`src/rtl/wvb_reader.sv`:
```
// wvb_reader: read side of the mDOM waveform buffer.
// Takes the header at the FIFO head and reads waveform RAM from start to stop,
// wrapping modulo 2^P_ADR_WIDTH. Samples are streamed out on a valid/ready port
// through a 4-deep output FIFO. When the event is done, the header is popped and
// wvb_rddone pulses in the same cycle.
// Optional feature: define WVB_READER_HDR_WORD_EN to send a length word ahead of
// each event's samples.
module wvb_reader #(
   parameter int unsigned P_ADR_WIDTH  = 12,
   parameter int unsigned P_DATA_WIDTH = 22
) (
   input  logic                    clk,
   input  logic                    rst,
   input  logic                    en,
   input  logic                    hdr_empty,
   input  logic [P_ADR_WIDTH-1:0]  hdr_start,
   input  logic [P_ADR_WIDTH-1:0]  hdr_stop,
   output logic                    hdr_rdreq,
   output logic                    wvb_rd_en,
   output logic [P_ADR_WIDTH-1:0]  wvb_rd_addr,
   input  logic [P_DATA_WIDTH-1:0] wvb_rd_data,
   output logic [P_DATA_WIDTH-1:0] dout,
   output logic                    dout_valid,
   output logic                    dout_last,
   input  logic                    dout_ready,
   output logic                    wvb_rddone,
   output logic                    busy
);

   localparam int unsigned ADR   = P_ADR_WIDTH;
   localparam int unsigned DW    = P_DATA_WIDTH;
   localparam int unsigned DEPTH = 4;
   localparam int unsigned IDX_W = 2;
   localparam int unsigned CNT_W = 3;
   localparam int unsigned PND_W = 4;

   typedef enum logic [2:0] {
      S_IDLE,
      S_READ,
      S_DRAIN,
      S_DONE,
      S_HOLD
   } state_t;

   state_t           state;
   logic [ADR-1:0]   rd_ptr;
   logic [ADR-1:0]   stop_reg;
   logic             rd_last;
   logic             dv;
   logic             dv_last;

   logic [DW:0]      fifo_mem [DEPTH];
   logic [IDX_W-1:0] wr_idx;
   logic [IDX_W-1:0] rd_idx;
   logic [CNT_W-1:0] fifo_cnt;
   logic [DW:0]      head;
   logic             push;
   logic [DW:0]      push_word;
   logic             pop;
   logic [PND_W-1:0] pending;
   logic             credit_ok;
   logic             len_push;

`ifdef WVB_READER_HDR_WORD_EN
   logic [ADR-1:0]   span_c;
   logic [ADR:0]     len_c;
   logic [ADR:0]     len_reg;

   // The event length needs one bit more than an address, so that 2^ADR fits.
   assign span_c = hdr_stop - hdr_start;
   assign len_c  = {1'b0, span_c} + (ADR+1)'(1);
`else
   assign len_push = 1'b0;
`endif

   // The output stream comes from the FIFO head. dout and dout_last are forced to 0 when the FIFO is empty.
   assign head       = fifo_mem[rd_idx];
   assign dout_valid = (fifo_cnt != '0);
   assign dout       = dout_valid ? head[DW-1:0] : '0;
   assign dout_last  = dout_valid & head[DW];
   assign pop        = dout_valid & dout_ready;

   // Credit check. Words already in the FIFO, plus words still on their way to it,
   // less the word being popped, must be at most 2.
   // This leaves room for the next issue and keeps throughput at one word per clock.
   assign pending   = PND_W'(fifo_cnt) + PND_W'(len_push) + PND_W'(dv) + PND_W'(wvb_rd_en);
   assign credit_ok = (pending <= (PND_W'(2) + PND_W'(pop)));

   // Select the FIFO write source: returning RAM data, or the length word.
   always_comb begin
      push      = 1'b0;
      push_word = '0;
      if (dv) begin
         push      = 1'b1;
         push_word = {dv_last, wvb_rd_data};
      end
`ifdef WVB_READER_HDR_WORD_EN
      else if (len_push) begin
         push      = 1'b1;
         push_word = {1'b0, DW'(len_reg)};
      end
`endif
   end

   // Output FIFO storage.
   always_ff @(posedge clk) begin
      if (push) begin
         fifo_mem[wr_idx] <= push_word;
      end
   end

   // Output FIFO pointers and occupancy.
   always_ff @(posedge clk) begin
      if (rst) begin
         wr_idx   <= '0;
         rd_idx   <= '0;
         fifo_cnt <= '0;
      end else begin
         if (push) begin
            wr_idx <= wr_idx + IDX_W'(1);
         end
         if (pop) begin
            rd_idx <= rd_idx + IDX_W'(1);
         end
         fifo_cnt <= fifo_cnt + CNT_W'(push) - CNT_W'(pop);
      end
   end

   // RAM data is valid one cycle after the strobe, so delay the strobe and the last tag to match it.
   always_ff @(posedge clk) begin
      if (rst) begin
         dv      <= 1'b0;
         dv_last <= 1'b0;
      end else begin
         dv      <= wvb_rd_en;
         dv_last <= rd_last;
      end
   end

   // Readout FSM: start, issue reads, drain, pop the header, settle.
   always_ff @(posedge clk) begin
      if (rst) begin
         state       <= S_IDLE;
         rd_ptr      <= '0;
         stop_reg    <= '0;
         wvb_rd_en   <= 1'b0;
         wvb_rd_addr <= '0;
         rd_last     <= 1'b0;
         hdr_rdreq   <= 1'b0;
         wvb_rddone  <= 1'b0;
         busy        <= 1'b0;
`ifdef WVB_READER_HDR_WORD_EN
         len_push    <= 1'b0;
         len_reg     <= '0;
`endif
      end else begin
         wvb_rd_en  <= 1'b0;
         rd_last    <= 1'b0;
         hdr_rdreq  <= 1'b0;
         wvb_rddone <= 1'b0;
`ifdef WVB_READER_HDR_WORD_EN
         len_push   <= 1'b0;
`endif
         case (state)
            S_IDLE: begin
               if (en && !hdr_empty) begin
                  // The first read needs no credit check because the FIFO is empty between events.
                  stop_reg    <= hdr_stop;
                  wvb_rd_en   <= 1'b1;
                  wvb_rd_addr <= hdr_start;
                  rd_last     <= (hdr_start == hdr_stop);
                  rd_ptr      <= hdr_start + ADR'(1);
                  busy        <= 1'b1;
                  state       <= (hdr_start == hdr_stop) ? S_DRAIN : S_READ;
`ifdef WVB_READER_HDR_WORD_EN
                  len_push    <= 1'b1;
                  len_reg     <= len_c;
`endif
               end
            end
            S_READ: begin
               if (credit_ok) begin
                  wvb_rd_en   <= 1'b1;
                  wvb_rd_addr <= rd_ptr;
                  rd_last     <= (rd_ptr == stop_reg);
                  rd_ptr      <= rd_ptr + ADR'(1);
                  if (rd_ptr == stop_reg) begin
                     state <= S_DRAIN;
                  end
               end
            end
            S_DRAIN: begin
               if (pop && dout_last) begin
                  state <= S_DONE;
               end
            end
            S_DONE: begin
               hdr_rdreq  <= 1'b1;
               wvb_rddone <= 1'b1;
               state      <= S_HOLD;
            end
            S_HOLD: begin
               busy  <= 1'b0;
               state <= S_IDLE;
            end
            default: begin
               busy  <= 1'b0;
               state <= S_IDLE;
            end
         endcase
      end
   end

endmodule

```
`config.mk`:
```
export PLATFORM = sky130hd
export DESIGN_NAME = wvb_reader
export DESIGN_NICKNAME = d
export VERILOG_FILES = /design/src/rtl/wvb_reader.sv
export SDC_FILE = /design/constraint.sdc
export NUM_CORES = 1
export LEC_CHECK = 0
export BUFFER_PORTS_ARGS = -buffer_cell sky130_fd_sc_hd__buf_2
export CORE_MARGIN = 2
export CORE_UTILIZATION = 26
export DETAILED_ROUTE_END_ITERATION = 10
export GPL_TIMING_DRIVEN = 0
export PLACE_DENSITY = 0.48
export SYNTH_ARGS = -nofsm -noshare
export SYNTH_HDL_FRONTEND = slang
export SYNTH_SLANG_ARGS = --single-unit
```
`constraint.sdc`:
```
create_clock -name clk -period 5.4 [get_ports clk]
set_input_delay 0 -clock clk [delete_from_list [all_inputs] [get_ports clk]]
set_output_delay 0 -clock clk [all_outputs]
set_load 0.05 [all_outputs]
```
==> impl_metrics.env <==
export IMPL_r2r_slack_ns=2.00
export IMPL_yosysSeqAreaShare=0.5874
export IMPL_drtPass1Iterations=4
export IMPL_worstPathArrival_ns=3.68
export IMPL_ys_types=52
export IMPL_hold_path_depth=3
export IMPL_tns_ns=0
export IMPL_ys_async_sr_fraction=0
export IMPL_fillers=2510
export IMPL_synth_seq_cells=146
export IMPL_post_drt_wl_per_cell_um=16.33
export IMPL_end_kind="flip-flop"
export IMPL_core_rowCount=58
export IMPL_clock_insertion_delay_worst_skew_ns=0.43
export IMPL_die_h_um=162.6
export IMPL_syn_cell_area_sq_um=6544
export IMPL_dp_slack_ns=2.025
export IMPL_crit_fanout=10
export IMPL_dp_hpwl_mm=11.54
export IMPL_critPathLaunch="state[0]"
export IMPL_yosys_warnings=0
export IMPL_hold_viol=0
export IMPL_synthFlopType="edfxtp_1"
export IMPL_postRouteAntennaNets=0
export IMPL_setup_ws_ns=2.000
export IMPL_power_leakage_nw=3.102
export IMPL_grt_max_degree=24
export IMPL_first_global_vias=4692
export IMPL_worst_setup_path_type="flip-flop to flip-flop"
export IMPL_gp_congestion=0.8536
export IMPL_rr_startpoint="state[0]"
export IMPL_wl_mm=16.66
export IMPL_grt_ovfl_total=0
export IMPL_grt_pass1_wl_mm=26.09
export IMPL_hold_path_end="busy"
export IMPL_drv_slew=0
export IMPL_crit_required_ns=5.68
export IMPL_final_cell_mix="buf_2 (97), edfxtp_1 (92), dfxtp_1 (54)"
export IMPL_clock_path_buffers=2
export IMPL_r2r_cells=11
export IMPL_area_delta_synth_final_pct=29.29
export IMPL_port_buffers=89
export IMPL_hp_start="rst"
export IMPL_cts_tree="done"
export IMPL_insertedDiodeCount=0
export IMPL_final_cell_area_sq_um=8461
export IMPL_grt_usage=0.1303
export IMPL_synthCells=527
export IMPL_post_cts_resized=0
export IMPL_outcome="complete, no violations"
export IMPL_place_area_sq_um=7402
export IMPL_synth_edf_count=92
export IMPL_largest_reg_flops=92
export IMPL_synth_nets=590
export IMPL_start_kind="flip-flop"
export IMPL_dr_first_iter_drc_count=264
export IMPL_drc=0
export IMPL_cap_violations=0
export IMPL_skew_ns=0.008145
export IMPL_drive_gt1_frac=0.2304
export IMPL_vias=4661
export IMPL_r2r_end="rd_ptr[4]"
export IMPL_rsz0062_at_grt="no"
export IMPL_cts_root_buf="clkbuf_16"
export IMPL_cts_sinks=146
export IMPL_die_w_um=162.6
export IMPL_top_register="fifo_mem"
export IMPL_setup_viol=0
export IMPL_period_minus_slack_ns=3.400
export IMPL_core_sq_um=24960
export IMPL_start_util=0.2621
export IMPL_fin_crit_sh=0.6297
export IMPL_slew_headroom=0.1212
export IMPL_synth_area_per_cell_sq_um=12.42
export IMPL_htreeDepth=4
export IMPL_dieArea_sq_um=26450
export IMPL_clkTransAtPathRegs_ns=0.07
export IMPL_fmax_mhz=294.1
export IMPL_cts_inserted_buffers=17
export IMPL_nets=740
export IMPL_irDropWorstVdd_v=0.0002321
export IMPL_p_per_area_nw_per_um2=456.3
export IMPL_ios=91
export IMPL_antenna_found_initial=0
export IMPL_hold_class="input pin to flip-flop"
export IMPL_tightest_slew_ns=1.318
export IMPL_vias_per_cell=4.570
export IMPL_final_common_cell="buf_2"
metrics by stage:
| stage | cells | hold WS, ns | power [mW] | util |
|---|---|---|---|---|
| 2_1_floorplan | 527 | 0.1360 | 2.281 | - |
| 3_3_place_gp | 946 | 0.2736 | 2.598 | 0.2965 |
| 3_5_place_dp | 946 | 0.2700 | 2.613 | 0.2965 |
| 4_1_cts | 1020 | 0.003497 | 3.916 | 0.3389 |
| 5_1_grt | 1020 | 0.03547 | 4.048 | 0.3389 |
| 6_report | 1020 | 0.03515 | 3.860 | 0.3389 |
cells by family (layout without fill, tap and decap cells):
kind of cell | after synthesis | after routing | share of synthesized area
muxes | 30 | 30 | 0.08987
xor gates and xnor gates | 29 | 29 | 0.03882
AOI/OAI and AO/OA | 70 | 70 | 0.07209
DFF | 146 | 146 | 0.5874
and+or+nand+nor | 188 | 188 | 0.1535
adders and majority gates | 12 | 12 | 0.02524
buffers and inverters | 52 | 215 | 0.03308
Yosys cell counts, types with 9 or more instances:
cell type / count / area share
dfxtp_1: 54 / 0.17
a21oi_1: 19 / 0.015
nand3_1: 9 / 0.0069
o21ai_0: 9 / 0.0069
xnor2_1: 20 / 0.027
mux4_2: 23 / 0.079
nor2_1: 27 / 0.015
nand2_1: 49 / 0.028
inv_1: 13 / 0.0075
and2_1: 54 / 0.052
nand4_1: 13 / 0.012
xor2_1: 9 / 0.012
clkbuf_1: 25 / 0.014
edfxtp_1: 92 / 0.42
ha_1: 10 / 0.019
repair_timing:
| item | in CTS | in global routing |
|---|---|---|
| setup buffers | 0 | 0 |
| hold endpoints to repair | 109 | 0 |
| endpoints found under the setup margin | 0 | 0 |
| hold buffers | 42 | 0 |
layout make-up:
type	instances	area (sq um)	share of cell area
Clock buffer	17	425.4	0.05028
Multi-Input combinational cell	329	2485	0.2937
Inverter	13	48.80	0.005768
Buffer	39	167.7	0.01982
Tap cell	330	412.9	0.04880
Clock inverter	15	211.5	0.02499
Timing Repair Buffer	131	865.8	0.1023
Sequential cell	146	3844	0.4543
how the worst max path moves through the flow:
stage / end / slack, ns / cells past startpoint
after global routing: rd_ptr[4] / 1.65 / 11
after floorplan: rd_ptr[3] / 2.52 / 10
after global placement: rd_ptr[4] / 2.02 / 11
after detailed placement: rd_ptr[4] / 2.02 / 11
after CTS: rd_ptr[4] / 1.98 / 11
final: rd_ptr[4] / 2.00 / 11
worst max-delay path: stages, from the launching register on:
cell and delay (ns):
dfxtp_1 0.45, nor3b_1 0.40, buf_2 0.29, buf_1 0.45
nand2_1 0.10, nand2_1 0.10, ha_1 0.18, clkbuf_1 0.36
nand3_1 0.16, nand4_1 0.11, dlygate4sd3_1 0.57, a31oi_1 0.08
where the power goes:
| part | switching (mW) | total, mW | internal [mW] |
|---|---|---|---|
| Sequential | 0.0463 | 1.30 | 1.26 |
| Combinational | 0.880 | 1.29 | 0.412 |
| Clock | 0.516 | 1.27 | 0.751 |
per-layer routing:
| layer | share of wire | routed length (um) | vias to the layer above | track usage |
|---|---|---|---|---|
| li1 | - | - | 2239 | - |
| met4 | 0.017 | 284 | 0 | 0.04143 |
| met3 | 0.045 | 748 | 24 | 0.02852 |
| met1 | 0.46 | 7717 | 2273 | 0.1694 |
| met2 | 0.47 | 7905 | 125 | 0.2170 |
| met5 | 0 | 0 | - | 0 |
Note: power is estimated with default switching activity, not from simulation.
